**src/rtl/pipe_alu.sv**
```systemverilog
// Execute-stage 16-bit ALU: combinational result/address plus registered {V,N,Z,C} flags.
// Optional macro ALU_MUL_EN enables the low-16-bit unsigned multiply on alu_op 14.
module pipe_alu #(
  parameter int WIDTH = 16
) (
  input  logic             clk,
  input  logic             rst,
  input  logic [2:0]       opcode,
  input  logic [3:0]       alu_op,
  input  logic [WIDTH-1:0] lhs,
  input  logic [WIDTH-1:0] rhs,
  output logic [WIDTH-1:0] result,
  output logic [3:0]       flags
);

  localparam logic [3:0] OP_ADD  = 4'd0;
  localparam logic [3:0] OP_ADDC = 4'd1;
  localparam logic [3:0] OP_SUB  = 4'd2;
  localparam logic [3:0] OP_SUBB = 4'd3;
  localparam logic [3:0] OP_AND  = 4'd4;
  localparam logic [3:0] OP_OR   = 4'd5;
  localparam logic [3:0] OP_XOR  = 4'd6;
  localparam logic [3:0] OP_NOT  = 4'd7;
  localparam logic [3:0] OP_SHL  = 4'd8;
  localparam logic [3:0] OP_SHR  = 4'd9;
  localparam logic [3:0] OP_SAR  = 4'd10;
  localparam logic [3:0] OP_ROL  = 4'd11;
  localparam logic [3:0] OP_ROR  = 4'd12;
  localparam logic [3:0] OP_CMP  = 4'd13;
  localparam logic [3:0] OP_MUL  = 4'd14;
  localparam logic [3:0] OP_MOV  = 4'd15;

  // Packs {V,N,Z,C}; Z and N always derive from the result itself.
  function automatic logic [3:0] pack_flags(input logic v, input logic [15:0] res, input logic c);
    pack_flags = {v, res[15], (res == 16'h0000), c};
  endfunction

  // Signed overflow of a+b: same operand signs, different result sign.
  function automatic logic add_ovf(input logic a_msb, input logic b_msb, input logic r_msb);
    add_ovf = (a_msb == b_msb) && (r_msb != a_msb);
  endfunction

  logic [3:0]  flags_r;
  logic [3:0]  sh_s;
  logic [15:0] add_b_s;
  logic        add_cin_s;
  logic [16:0] sum_s;
  logic [16:0] shl_s;
  logic [16:0] shr_s;
  logic [16:0] sar_s;
  logic [15:0] rol_s;
  logic [15:0] ror_s;
  logic [15:0] addr_s;
  logic [15:0] alu_res_s;
  logic        alu_c_s;
  logic        alu_v_s;
  logic [3:0]  next_flags_s;
  logic        sh_nz_s;

  assign sh_s    = rhs[3:0];
  assign sh_nz_s = (sh_s != 4'd0);
  assign addr_s  = lhs + rhs;

  // Shifters carry an extra guard bit so the last bit shifted out falls into it.
  assign shl_s = {1'b0, lhs} << sh_s;
  assign shr_s = {lhs, 1'b0} >> sh_s;
  assign sar_s = $signed({lhs, 1'b0}) >>> sh_s;
  assign rol_s = (lhs << sh_s) | (lhs >> (5'd16 - {1'b0, sh_s}));
  assign ror_s = (lhs >> sh_s) | (lhs << (5'd16 - {1'b0, sh_s}));

`ifdef ALU_MUL_EN
  logic [15:0] mul_s;
  assign mul_s = lhs * rhs;
`endif

  // Shared adder operand select: subtraction is lhs + ~rhs + cin.
  always_comb begin
    add_b_s   = rhs;
    add_cin_s = 1'b0;
    case (alu_op)
      OP_ADD:  begin add_b_s = rhs;  add_cin_s = 1'b0;       end
      OP_ADDC: begin add_b_s = rhs;  add_cin_s = flags_r[0]; end
      OP_SUB:  begin add_b_s = ~rhs; add_cin_s = 1'b1;       end
      OP_SUBB: begin add_b_s = ~rhs; add_cin_s = flags_r[0]; end
      OP_CMP:  begin add_b_s = ~rhs; add_cin_s = 1'b1;       end
      default: begin add_b_s = rhs;  add_cin_s = 1'b0;       end
    endcase
  end

  assign sum_s = {1'b0, lhs} + {1'b0, add_b_s} + {16'd0, add_cin_s};

  // ALU-class result and the carry/overflow it produces.
  always_comb begin
    alu_res_s = 16'h0000;
    alu_c_s   = 1'b0;
    alu_v_s   = 1'b0;
    case (alu_op)
      OP_ADD, OP_ADDC, OP_SUB, OP_SUBB, OP_CMP: begin
        alu_res_s = sum_s[15:0];
        alu_c_s   = sum_s[16];
        alu_v_s   = add_ovf(lhs[15], add_b_s[15], sum_s[15]);
      end
      OP_AND: alu_res_s = lhs & rhs;
      OP_OR:  alu_res_s = lhs | rhs;
      OP_XOR: alu_res_s = lhs ^ rhs;
      OP_NOT: alu_res_s = ~rhs;
      OP_SHL: begin alu_res_s = shl_s[15:0]; alu_c_s = shl_s[16]; end
      OP_SHR: begin alu_res_s = shr_s[16:1]; alu_c_s = shr_s[0];  end
      OP_SAR: begin alu_res_s = sar_s[16:1]; alu_c_s = sar_s[0];  end
      // Rotates: the last bit out lands at the opposite end of the result.
      OP_ROL: begin alu_res_s = rol_s; alu_c_s = sh_nz_s & rol_s[0];  end
      OP_ROR: begin alu_res_s = ror_s; alu_c_s = sh_nz_s & ror_s[15]; end
`ifdef ALU_MUL_EN
      OP_MUL: alu_res_s = mul_s;
`else
      OP_MUL: alu_res_s = 16'h0000;
`endif
      OP_MOV: alu_res_s = rhs;
      default: begin
        alu_res_s = 16'h0000;
        alu_c_s   = 1'b0;
        alu_v_s   = 1'b0;
      end
    endcase
  end

  assign next_flags_s = pack_flags(alu_v_s, alu_res_s, alu_c_s);

  // Opcode-level result mux: ALU, pass-through or address add.
  always_comb begin
    result = 16'h0000;
    case (opcode)
      3'b000, 3'b001:         result = alu_res_s;
      3'b010, 3'b011, 3'b111: result = lhs;
      3'b100, 3'b101, 3'b110: result = addr_s;
      default:                result = 16'h0000;
    endcase
  end

  // Flag register: only ALU-class opcodes write it, reset wins.
  always_ff @(posedge clk) begin
    if (rst) begin
      flags_r <= 4'b0000;
    end else if (opcode[2:1] == 2'b00) begin
      flags_r <= next_flags_s;
    end else begin
      flags_r <= flags_r;
    end
  end

  assign flags = flags_r;

endmodule

```
**config.mk**
```make
export PLATFORM = sky130hd
export DESIGN_NAME = pipe_alu
export DESIGN_NICKNAME = d
export VERILOG_FILES = /design/src/rtl/pipe_alu.sv
export SDC_FILE = /design/constraint.sdc
export NUM_CORES = 1
export LEC_CHECK = 0
export CORE_ASPECT_RATIO = 2
export CORE_UTILIZATION = 40
export DETAILED_ROUTE_END_ITERATION = 16
export GPL_TIMING_DRIVEN = 0
export PLACE_DENSITY = 0.68
export SYNTH_ARGS = -nofsm -noshare
export SYNTH_HDL_FRONTEND = slang
export SYNTH_SLANG_ARGS = --single-unit
```
**constraint.sdc**
```tcl
create_clock -name clk -period 5.9 [get_ports clk]
set_input_delay 1.18 -clock clk [delete_from_list [all_inputs] [get_ports clk]]
set_output_delay 1.18 -clock clk [all_outputs]
set_load 0.05 [all_outputs]
```
======== Word level (Yosys, flattened, before mapping) ========
Index checks and enable logic that the tools add are counted.
word-level totals
  bits in registers ....................... 4
  logic and storage cells ................. 63
  input port bits ......................... 41
  output and inout bits ................... 20
cells by class
  muxes and demuxes ....................... 6
  eq/ne operators ......................... 24
  reductions and logical operators ........ 13
  bitwise gates (word level) .............. 8
  add/sub/neg operators ................... 4
  shift operators ......................... 7
operators with widths
  operator              number
  $pmux W16 S12         1
  $or A16 B16 Y16       3
  $pmux W16 S3          1
  $eq A4 B4 Y1 const B  8
  $add A16 B16 Y17      1
  $add A17 B1 Y17       1
  $shl A16 B4 Y17       1
  $shr A17 B4 Y17       1
  $sshr A17 B4 Y17      1
  $add A16 B16 Y16      1
  $and A16 B16 Y16      1
  $eq A4 B3 Y1 const B  4
  $logic_not A16 Y1     1
  $mux W16              1
  $not A16 Y16          1
  $shl A16 B4 Y16       1
  $shl A16 B5 Y16       1
  $shr A16 B4 Y16       1
  $shr A16 B5 Y16       1
  $xor A16 B16 Y16      1
  $eq A3 B3 Y1 const B  4
  $reduce_or A3 Y1      3
  $eq A4 B2 Y1 const B  2
  $eq A3 B2 Y1 const B  2
  16 further kinds      19

======== Depth between registers and ports, before layout ========
Gate-level depths: netlist (run 1).
  depth in word-level cells ............... 8
  gate-level depth with buffers ........... 18
  mapped depth without buffers ............ 16

======== Worst setup path after synthesis (run 1) ========
Ideal clock, no wire load.
  kind .................................... in2out
  start ................................... input alu_op[2]
  end ..................................... output result[10]
  required time ........................... 4.720 ns
  stages .................................. 14
  path slack .............................. -0.696 ns
  arrival time ............................ 5.416 ns
  cells stage by stage .................... buf_2 clkbuf_1 nor2_1 a21oi_1 clkbuf_1 xnor2_1 ha_1 or3_1 o21bai_1 a31oi_1 o21ai_0 xor2_1 o32ai_1 o21ai_0
between the ends
  word-level cells in the longest chain between the ends .. 7
  elaborated cells on any way between the ends .. 26
  those cells by class .................... 2 x add/sub; 15 x eq/ne; 4 x mux; 5 x reduce/logical
RTL lines
  element                                              line    source
  from (decl)                                          9       input logic [3:0] alu_op,
  $eq A4 B2 Y1 / $eq A4 B4 Y1 (equally long branches)  80, 97
  $reduce_or A3 Y1 (no source line)                    n/a
  $mux W16                                             n/a
  $add A16 B16 Y17                                     90      assign sum_s = {1'b0, lhs} + {1'b0, add_b_s} + {16'd0, add_cin_s};
  $add A17 B1 Y17                                      90
  $pmux W16 S12 (*)                                    97      case (alu_op)
  $pmux W16 S3 (*)                                     132     case (opcode)
  to (decl)                                            12      output logic [WIDTH-1:0] result,
Every way passes the cells marked *; elsewhere a longest branch is shown, timed or not.

======== Worst setup path in the final report (run 1) ========
  start ................................... input rhs[1]
  end ..................................... output result[15]
between the ends
  word-level cells in the longest chain between the ends .. 6
  elaborated cells on any way between the ends .. 17
  those cells by class .................... 4 x add/sub; 7 x shift; 3 x mux; 3 x bitwise
RTL lines
  element           line        source
  from (decl)       11          input logic [WIDTH-1:0] rhs,
  $not A16 Y16      83, 84, 85
  $mux W16          n/a
  $add A16 B16 Y17  90
  $add A17 B1 Y17   90
  $pmux W16 S12     97
  $pmux W16 S3 (*)  132
Marked as above.

==> flow_metrics.env, run 1 <==
export IMPL_layout_core_utilization_pct=52.76
export IMPL_data_arrival_time_of_the_critical_path_ns=4.70
export IMPL_design_die_area_sq_um=17290
export IMPL_antenna_violations_before_repair=1
export IMPL_die_h_um=184.9
export IMPL_timing_critical_path_fanout_max=11
export IMPL_detail_route_iter0_violations=996
export IMPL_cp_start_kind="input port"
export IMPL_post_route_drc_count=0
export IMPL_synth_yosys_seq_area_share_pct=1.196
export IMPL_synth_enable_flop_cells=0
export IMPL_largest_register_ffs=4
export IMPL_area_growth_pct=28.88
export IMPL_final_layout_size_suffix_gt1_share_pct=24.35
export IMPL_fin_crit_sh_pct=99.69
export IMPL_net_switching_power_uw=743.5
export IMPL_yosys_warnings=0
export IMPL_place_gp_congestion=1.097
export IMPL_internal_power_uw=542.4
export IMPL_worst_r2r_startpoint="flags[0]$_SDFFE_PP0N_"
export IMPL_cts_sinks=4
export IMPL_slew_limit_headroom_pct=8.221
export IMPL_outcome="finished, final reports clean"
export IMPL_grt_ovfl_total=0
export IMPL_p_comb_share_pct=89.2
export IMPL_cp_startpoint="rhs[1]"
export IMPL_wl_per_cell_um=35.15
export IMPL_dr_total_vias=9031
export IMPL_final_common_cell="nand2_1"
export IMPL_synthFlopType="dfxtp_1"
export IMPL_syn_cell_area_sq_um=6694
export IMPL_detailedRoute_firstPassIterationCount=9
export IMPL_power_leakage_nw=3.475
export IMPL_swShare_pct=57.82
export IMPL_worstPathRequired_ns=4.72
export IMPL_min_delay_path_class="flip-flop to flip-flop"
export IMPL_critPathKind="input port to output port"
export IMPL_postSynthRegisterBits=4
export IMPL_die_w_um=93.48
export IMPL_vias_per_cell=7.307
export IMPL_detail_route_wirelength_um=43450
export IMPL_port_buffer_count=58
export IMPL_max_freq_ghz=0.1700
export IMPL_maxSlewViolCount=0
export IMPL_grt_util_all_layers_pct=51.18
export IMPL_worst_setup_hold_path_clk_slew_ns=0.03
export IMPL_grt_first_pass_wirelength_um=62510
export IMPL_placement_stage_worst_setup_slack_ns=-2.548
export IMPL_synth_cell_types=87
export IMPL_clk_insertion_delay_late_ns=0.23
export IMPL_worst_hold_startpoint="flags[3]$_SDFFE_PP0N_"
export IMPL_cts_hold_repair_buffers=0
export IMPL_clockPowerShare_pct=8.5
export IMPL_initial_core_util_pct=40.94
export IMPL_postLayoutSetupSlackWorst_ns=0.01820
export IMPL_row_count=66
export IMPL_via_count_of_the_first_global_routing_pass=8800
export IMPL_finClkSkew_ns=0.002731
export IMPL_sequential_share_of_power_pct=2.3
export IMPL_clock_tree_htree_level_count=1
export IMPL_p_per_area_nw_per_um2=149.1
export IMPL_final_cell_mix="nand2_1 (93), nor2_1 (87), buf_4 (58), a21oi_1 (51), mux2i_1 (48)"
export IMPL_grt_max_degree=20
export IMPL_longest_clk_path_bufs=2
export IMPL_synth_cells=931
export IMPL_dp_cell_count=1193
export IMPL_detail_route_antenna_nets=0
export IMPL_place_detailed_hpwl_um=32920
export IMPL_setup_viol_count_final=0
export IMPL_power_ir_vdd_worst_uv=193.4
export IMPL_cts_tree="done"
export IMPL_kind_of_capture_point_of_the_worst_setup_path="output port"
export IMPL_postSynthAreaPerCell_sq_um=7.190
export IMPL_share_of_synthesized_registers_carrying_an_async_set_or_reset_pct=0
export IMPL_final_non_filler_cells=1236
export IMPL_timing_final_hold_violations=0
export IMPL_finalPower_mw=1.286
export IMPL_finalNetCount=1127
export IMPL_tightest_pin_transition_ns=1.366
export IMPL_root_buffer="clkbuf_16"
export IMPL_cts_buffers_inserted=3
export IMPL_ios=61
export IMPL_design_core_area_sq_um=16350
export IMPL_syn_num_nets=1025
export IMPL_period_minus_slack_ns=5.882
export IMPL_max_cap_viols=0
==> metrics by stage <==
| stage | TNS (ns) | cell area [sq um] | hold WS, ns |
|---|---|---|---|
| detailed placement | -32.88 | 7561 | 0.4502 |
| global route | -0.05880 | 8625 | 0.4930 |
| floorplan | 0 | 6725 | 0.6654 |
| global placement | -34.23 | 7561 | 0.4460 |
| CTS | 0 | 8352 | 0.4577 |
| finish | 0 | 8627 | 0.4596 |
==> power groups by stage <==
stage | clock network [mW] | registers [mW] | logic (mW)
2_1_floorplan | 0 | 0.0332 | 0.625
3_3_place_gp | 0 | 0.0295 | 0.966
3_5_place_dp | 0 | 0.0294 | 0.962
4_1_cts | 0.110 | 0.0292 | 1.05
5_1_grt | 0.111 | 0.0292 | 1.18
6_report | 0.110 | 0.0293 | 1.15
==> worst max-delay path, stage by stage <==
cell and delay, ns:
clkbuf_2 0.14, buf_8 0.18, inv_6 0.15, buf_8 0.19, buf_6 0.20, ha_1 0.16
buf_4 0.22, o21ba_2 0.21, o31ai_2 0.63, nor2_1 0.24, nor2_1 0.18, a21oi_2 0.12
nor3_2 0.31, nor3_2 0.11, nand2_1 0.12, o211ai_1 0.11, buf_4 0.22
==> what timing repair did <==
item,CTS,global route
pin swaps,24,18
setup buffers,28,15
cloned,0,0
resized for setup,236,79
setup endpoints to repair,20,16
==> Yosys cell counts (6+ instances only) <==
master / count / area share, %
ha_1: 50 / 9.3
mux2_2: 7 / 1.2
xor2_1: 11 / 1.4
nor2b_1: 15 / 1.4
a32oi_1: 7 / 0.92
xnor2_1: 33 / 4.3
clkbuf_1: 41 / 2.3
inv_1: 41 / 2.3
o31ai_1: 7 / 0.79
mux4_2: 28 / 9.4
a211oi_1: 15 / 1.7
a22oi_1: 15 / 1.7
mux2_1: 9 / 1.5
o32ai_1: 10 / 1.3
nand2b_1: 13 / 1.2
and2_1: 6 / 0.56
o211ai_1: 16 / 1.8
o21ai_0: 55 / 4.1
a21oi_1: 58 / 4.3
nand4_1: 8 / 0.75
a31oi_1: 13 / 1.2
buf_4: 6 / 0.67
nor3_1: 26 / 1.9
nand3_1: 18 / 1.3
buf_2: 24 / 1.8
a32o_1: 8 / 1.2
buf_1: 6 / 0.34
nor2_1: 91 / 5.1
o21bai_1: 6 / 0.67
mux2_4: 8 / 1.8
a21o_1: 8 / 0.90
a221o_1: 7 / 1.0
nand2_1: 94 / 5.3
and3_1: 9 / 0.84
mux2i_1: 48 / 7.2
==> logic make-up (layout without fill, tap and decap cells) <==
group                      count (synthesis)  count (layout)  share of synthesized area [%]
and+or+nand+nor                          309             309                          21.46
AOI/OAI and AO/OA                        287             287                          29.79
buffers and inverters                    128             228                          8.766
muxes                                    104             104                          22.30
adders and majority gates                 53              53                          10.24
xor gates and xnor gates                  46              46                          6.243
DFF                                        4               4                          1.196
other                                      0               1                              0
==> final timing paths <==
check	end	slack, ns	cells after the start
setup / recovery	result[15]	0.02	17
hold / removal	flags[3]$_SDFFE_PP0N_	0.46	2
setup reg to reg	flags[1]$_SDFFE_PP0N_	1.89	15
hold reg to reg	flags[3]$_SDFFE_PP0N_	0.46	2
==> area by class of cell <==
class	count	area (sq um)
fill	1635	7724
multi-input combinational	799	6461
timing repair buffer	102	873.3
buffer	78	686.9
tap	204	255.2
inverter	45	192.7
sequential	4	80.08
clock buffer	3	75.07
antenna	1	2.502
==> layer usage <==
metal,vias up,global-route usage [%],routed length [um]
met1,4222,48.59,13280
met2,758,81.03,19780
li1,3701,-,-
met5,-,0,0
met3,350,20.24,4684
met4,0,51.69,5703
(Power assumes the default switching activity.)
==> inputs of run 2 (changes only) <==
--- a/config.mk
+++ b/config.mk
@@ -8,8 +8,10 @@
 export CORE_ASPECT_RATIO = 2
 export CORE_UTILIZATION = 40
 export DETAILED_ROUTE_END_ITERATION = 16
+export GPL_ROUTABILITY_DRIVEN = 0
 export GPL_TIMING_DRIVEN = 0
 export PLACE_DENSITY = 0.68
+export SKIP_LAST_GASP = 1
 export SYNTH_ARGS = -nofsm -noshare
 export SYNTH_HDL_FRONTEND = slang
 export SYNTH_SLANG_ARGS = --single-unit
==> flow_metrics.env, run 2 (synthesis results as in run 1) <==
export IMPL_max_freq_ghz=0.1697
export IMPL_finClkSkew_ns=0.0001820
export IMPL_slew_limit_headroom_pct=24.18
export IMPL_design_core_area_sq_um=16350
export IMPL_detailedRoute_firstPassIterationCount=12
export IMPL_period_minus_slack_ns=5.891
export IMPL_wl_per_cell_um=32.60
export IMPL_area_growth_pct=27.96
export IMPL_design_die_area_sq_um=17290
export IMPL_setup_worst_path_end="result[14]"
export IMPL_port_buffer_count=58
export IMPL_outcome="finished, final reports clean"
export IMPL_detail_route_antenna_nets=0
export IMPL_place_detailed_hpwl_um=28770
export IMPL_die_w_um=93.48
export IMPL_cts_hold_repair_buffers=0
export IMPL_grt_first_pass_wirelength_um=60240
export IMPL_postPlaceCellArea_sq_um=7561
export IMPL_power_ir_vdd_worst_uv=196.5
export IMPL_detail_route_wirelength_um=40070
export IMPL_cts_sinks=4
export IMPL_initial_core_util_pct=40.94
export IMPL_via_count_of_the_first_global_routing_pass=9185
export IMPL_grt_util_all_layers_pct=48.06
export IMPL_data_arrival_time_of_the_critical_path_ns=4.71
export IMPL_max_cap_viols=0
export IMPL_dr_total_vias=9257
export IMPL_power_leakage_nw=3.448
export IMPL_r2r_cells=15
export IMPL_final_cell_mix="nand2_1 (92), nor2_1 (87), buf_4 (52), a21oi_1 (52), ha_1 (47)"
export IMPL_post_route_drc_count=0
export IMPL_critPathKind="input port to output port"
export IMPL_timing_final_hold_violations=0
export IMPL_min_delay_path_class="flip-flop to flip-flop"
export IMPL_cts_tree="done"
export IMPL_finalNetCount=1120
export IMPL_row_count=66
export IMPL_clock_tree_htree_level_count=1
export IMPL_finalPower_mw=1.278
export IMPL_root_buffer="clkbuf_16"
export IMPL_ios=61
export IMPL_antenna_violations_before_repair=1
export IMPL_longest_clk_path_bufs=2
export IMPL_final_cell_area_sq_um=8566
export IMPL_worstReg2RegEnd="flags[1]$_SDFFE_PP0N_"
export IMPL_grt_ovfl_total=0
export IMPL_maxSlewViolCount=0
export IMPL_p_per_area_nw_per_um2=149.2
export IMPL_worstPathRequired_ns=4.72
export IMPL_die_h_um=184.9
export IMPL_final_layout_size_suffix_gt1_share_pct=23.63
export IMPL_worst_setup_hold_path_clk_slew_ns=0.03
export IMPL_kind_of_capture_point_of_the_worst_setup_path="output port"
export IMPL_worst_r2r_startpoint="flags[0]$_SDFFE_PP0N_"
export IMPL_timing_critical_path_fanout_max=10
export IMPL_tightest_pin_transition_ns=1.135
export IMPL_fin_crit_sh_pct=99.85
export IMPL_grt_max_degree=20
export IMPL_vias_per_cell=7.532
export IMPL_reg2reg_setup_slack_ns=1.95
export IMPL_final_common_cell="nand2_1"
export IMPL_setup_viol_count_final=0
export IMPL_cts_buffers_inserted=3
export IMPL_cp_startpoint="lhs[6]"
export IMPL_detail_route_iter0_violations=1569
export IMPL_largest_register_ffs=4
export IMPL_cp_start_kind="input port"
export IMPL_clk_insertion_delay_late_ns=0.23
-- run 2: per-stage QoR --
| step | hold WS (ns) | setup TNS [ns] | utilization, % | worst slack (ns) | cells |
|---|---|---|---|---|---|
| after floorplan | 0.6654 | 0 | - | 0.03304 | 931 |
| after global placement | 0.4469 | -28.92 | 46.24 | -2.262 | 1193 |
| after detailed placement | 0.4493 | -28.74 | 46.24 | -2.305 | 1193 |
| after CTS | 0.4576 | 0 | 51.39 | 0.003174 | 1222 |
| after global routing | 0.4847 | -0.005711 | 52.37 | -0.005711 | 1228 |
| final | 0.4656 | 0 | 52.39 | 0.008877 | 1229 |
-- run 2: final cells by class --
type                    count  area (sq um)
diodes                      1         2.502
repair buffers             96         863.3
plain buffers              77         648.1
flip-flops and latches      4         80.08
clock buffers               3         75.07
inverters                  45         191.4
multi-input cells         799          6450
fillers                  1596          7785
well taps                 204         255.2
-- run 2: worst min-delay path by stage --
| stage | slack [ns] | cells after the start | to | startpoint |
|---|---|---|---|---|
| 4_1_cts | 0.46 | 2 | flags[3]$_SDFFE_PP0N_ | flags[3]$_SDFFE_PP0N_ |
| 3_3_place_gp | 0.45 | 2 | flags[3]$_SDFFE_PP0N_ | flags[3]$_SDFFE_PP0N_ |
| 2_1_floorplan | 0.67 | 2 | flags[3]$_SDFFE_PP0N_ | flags[3]$_SDFFE_PP0N_ |
| 3_5_place_dp | 0.45 | 2 | flags[3]$_SDFFE_PP0N_ | flags[3]$_SDFFE_PP0N_ |
| 6_report | 0.47 | 2 | flags[3]$_SDFFE_PP0N_ | flags[3]$_SDFFE_PP0N_ |
| 5_1_grt | 0.48 | 2 | flags[3]$_SDFFE_PP0N_ | flags[3]$_SDFFE_PP0N_ |
-- run 2: where the power goes --
part           internal, mW  switching [mW]
registers            0.0284        0.000796
logic                 0.426           0.716
clock network        0.0867          0.0205
-- run 2: what timing repair did --
item / CTS / global route
endpoints found under the setup margin: 19 / 16
gates cloned: 0 / 0
buffers inserted: 27 / 11
pin swaps: 25 / 15
gates resized for setup: 218 / 78
endpoints found under the hold margin: 0 / 0
-- run 2: metal layers --
metal  vias up  share of wire [%]  track usage [%]
met5         -                  0            2.160
met4         0                 15            49.54
met3       483                 13            21.84
met2       969                 44            73.41
met1      4121                 28            45.59
li1       3684                  -                -
-- run 2: worst max-delay path, cell delays in order --
cell	delay, ns
clkdlybuf4s50_1	0.66
clkbuf_1	0.53
inv_1	0.10
ha_1	0.40
a21o_1	0.20
a31oi_2	0.24
o21ai_1	0.20
o41ai_2	0.48
o21ai_0	0.20
xnor2_1	0.16
o21ai_1	0.17
buf_6	0.18
==> RTL edit, RTL diff (settings of run 1) <==
Build with the macro `ALU_MUL_EN` defined.
--- a/src/rtl/pipe_alu.sv
+++ b/src/rtl/pipe_alu.sv
@@ -1,5 +1,7 @@
 // Execute-stage 16-bit ALU: combinational result/address plus registered {V,N,Z,C} flags.
 // Optional macro ALU_MUL_EN enables the low-16-bit unsigned multiply on alu_op 14.
+`define ALU_MUL_EN
+
 module pipe_alu #(
   parameter int WIDTH = 16
 ) (
Formal check against the unedited RTL: not equivalent (Yosys sat finds a counterexample within 4 cycles, from zero or initial values and one cycle with rst high).
==> RTL edit against run 1 <==
  * The run now fails in global routing (5_1_grt)
  * Synthesized area increased by 59%
==> RTL edit: results (changes against run 1) <==
Outcome -> stopped before the end
HPWL Detailed -> 56,240 um (+71%)
Total GRT Usage -> 0.6018
Buffers on Ports -> 59 (+1.7%)
Synth area leaders -> fa_1 (15%), ha_1 (12%), mux4_2 (8.3%)
Deepest level of the CTS H-tree -> 1 (unchanged)
Share of synthesized registers carrying an async set or reset -> 0 (unchanged)
Most common cell in the netlist -> nand2_1
Fail Step -> global routing (5_1_grt)
Clk root buf -> clkbuf_16
Vias in the first global route -> 14.64k
First-pass GRT wire length -> 115,800 um
Warnings from Yosys -> 0 (unchanged)
GPL Wtd Cong -> 1.138 (+3.8%)
Post-synthesis sequential area ratio -> 0.007522 (-0.004440)
CTS buffer count -> 3 (unchanged)
Post-synth top flop -> dfxtp_1
Grt total ovfl -> 69
Largest net degree at the start of global routing -> 13
Synth cell count leaders -> nand2_1 (154), inv_1 (147), nor2_1 (143)
Dpl ws -> -5082 ps (-2534 ps)
Tool error -> [ERROR GRT-0116] Global routing finished with congestion. Check the congestion regions in the DRC Viewer.
Synthesized net count -> 1,615 (+58%)
Netlist cell types -> 85 (-2.3%)
Clock Tree Buf Depth -> 2 (unchanged)
#FFs+latches synth -> 4 (unchanged)
RTL edit: changes by cell type after synthesis, sizes merged, moves of 25 or more:
cell / delta
xnor2: +25
inv: +107
ha: +50
nor2: +54
nand2: +60
fa: +79
RTL edit: metrics by stage:
| stage | std cells | cell area, um2 |
|---|---|---|
| global placement | 1795 | 12160 |
| detailed placement | 1796 | 12170 |
| floorplan | 1392 | 11130 |
| CTS | 1860 | 13910 |
RTL edit: cell families after synthesis:
group,after synthesis,share of synthesized area
AO/OA/AOI/OAI,317,0.2092
XOR/XNOR,87,0.07428
adder cells (fa/ha/maj),182,0.2717
buffers and inverters,264,0.1045
flip-flops,4,0.007523
multiplexers,106,0.1523
AND/OR/NAND/NOR,432,0.1804
RTL edit: timing repair:
action	CTS
gates cloned	0
resized for setup	474
endpoints found under the setup margin	20
setup buffers	63
pin swaps	47
RTL edit: metal layers:
layer | global-route usage | GRT overflow
met5 | 0 | 0
met4 | 0.6859 | 30
met3 | 0.2765 | 2
met2 | 0.8863 | 37
met1 | 0.5881 | 0
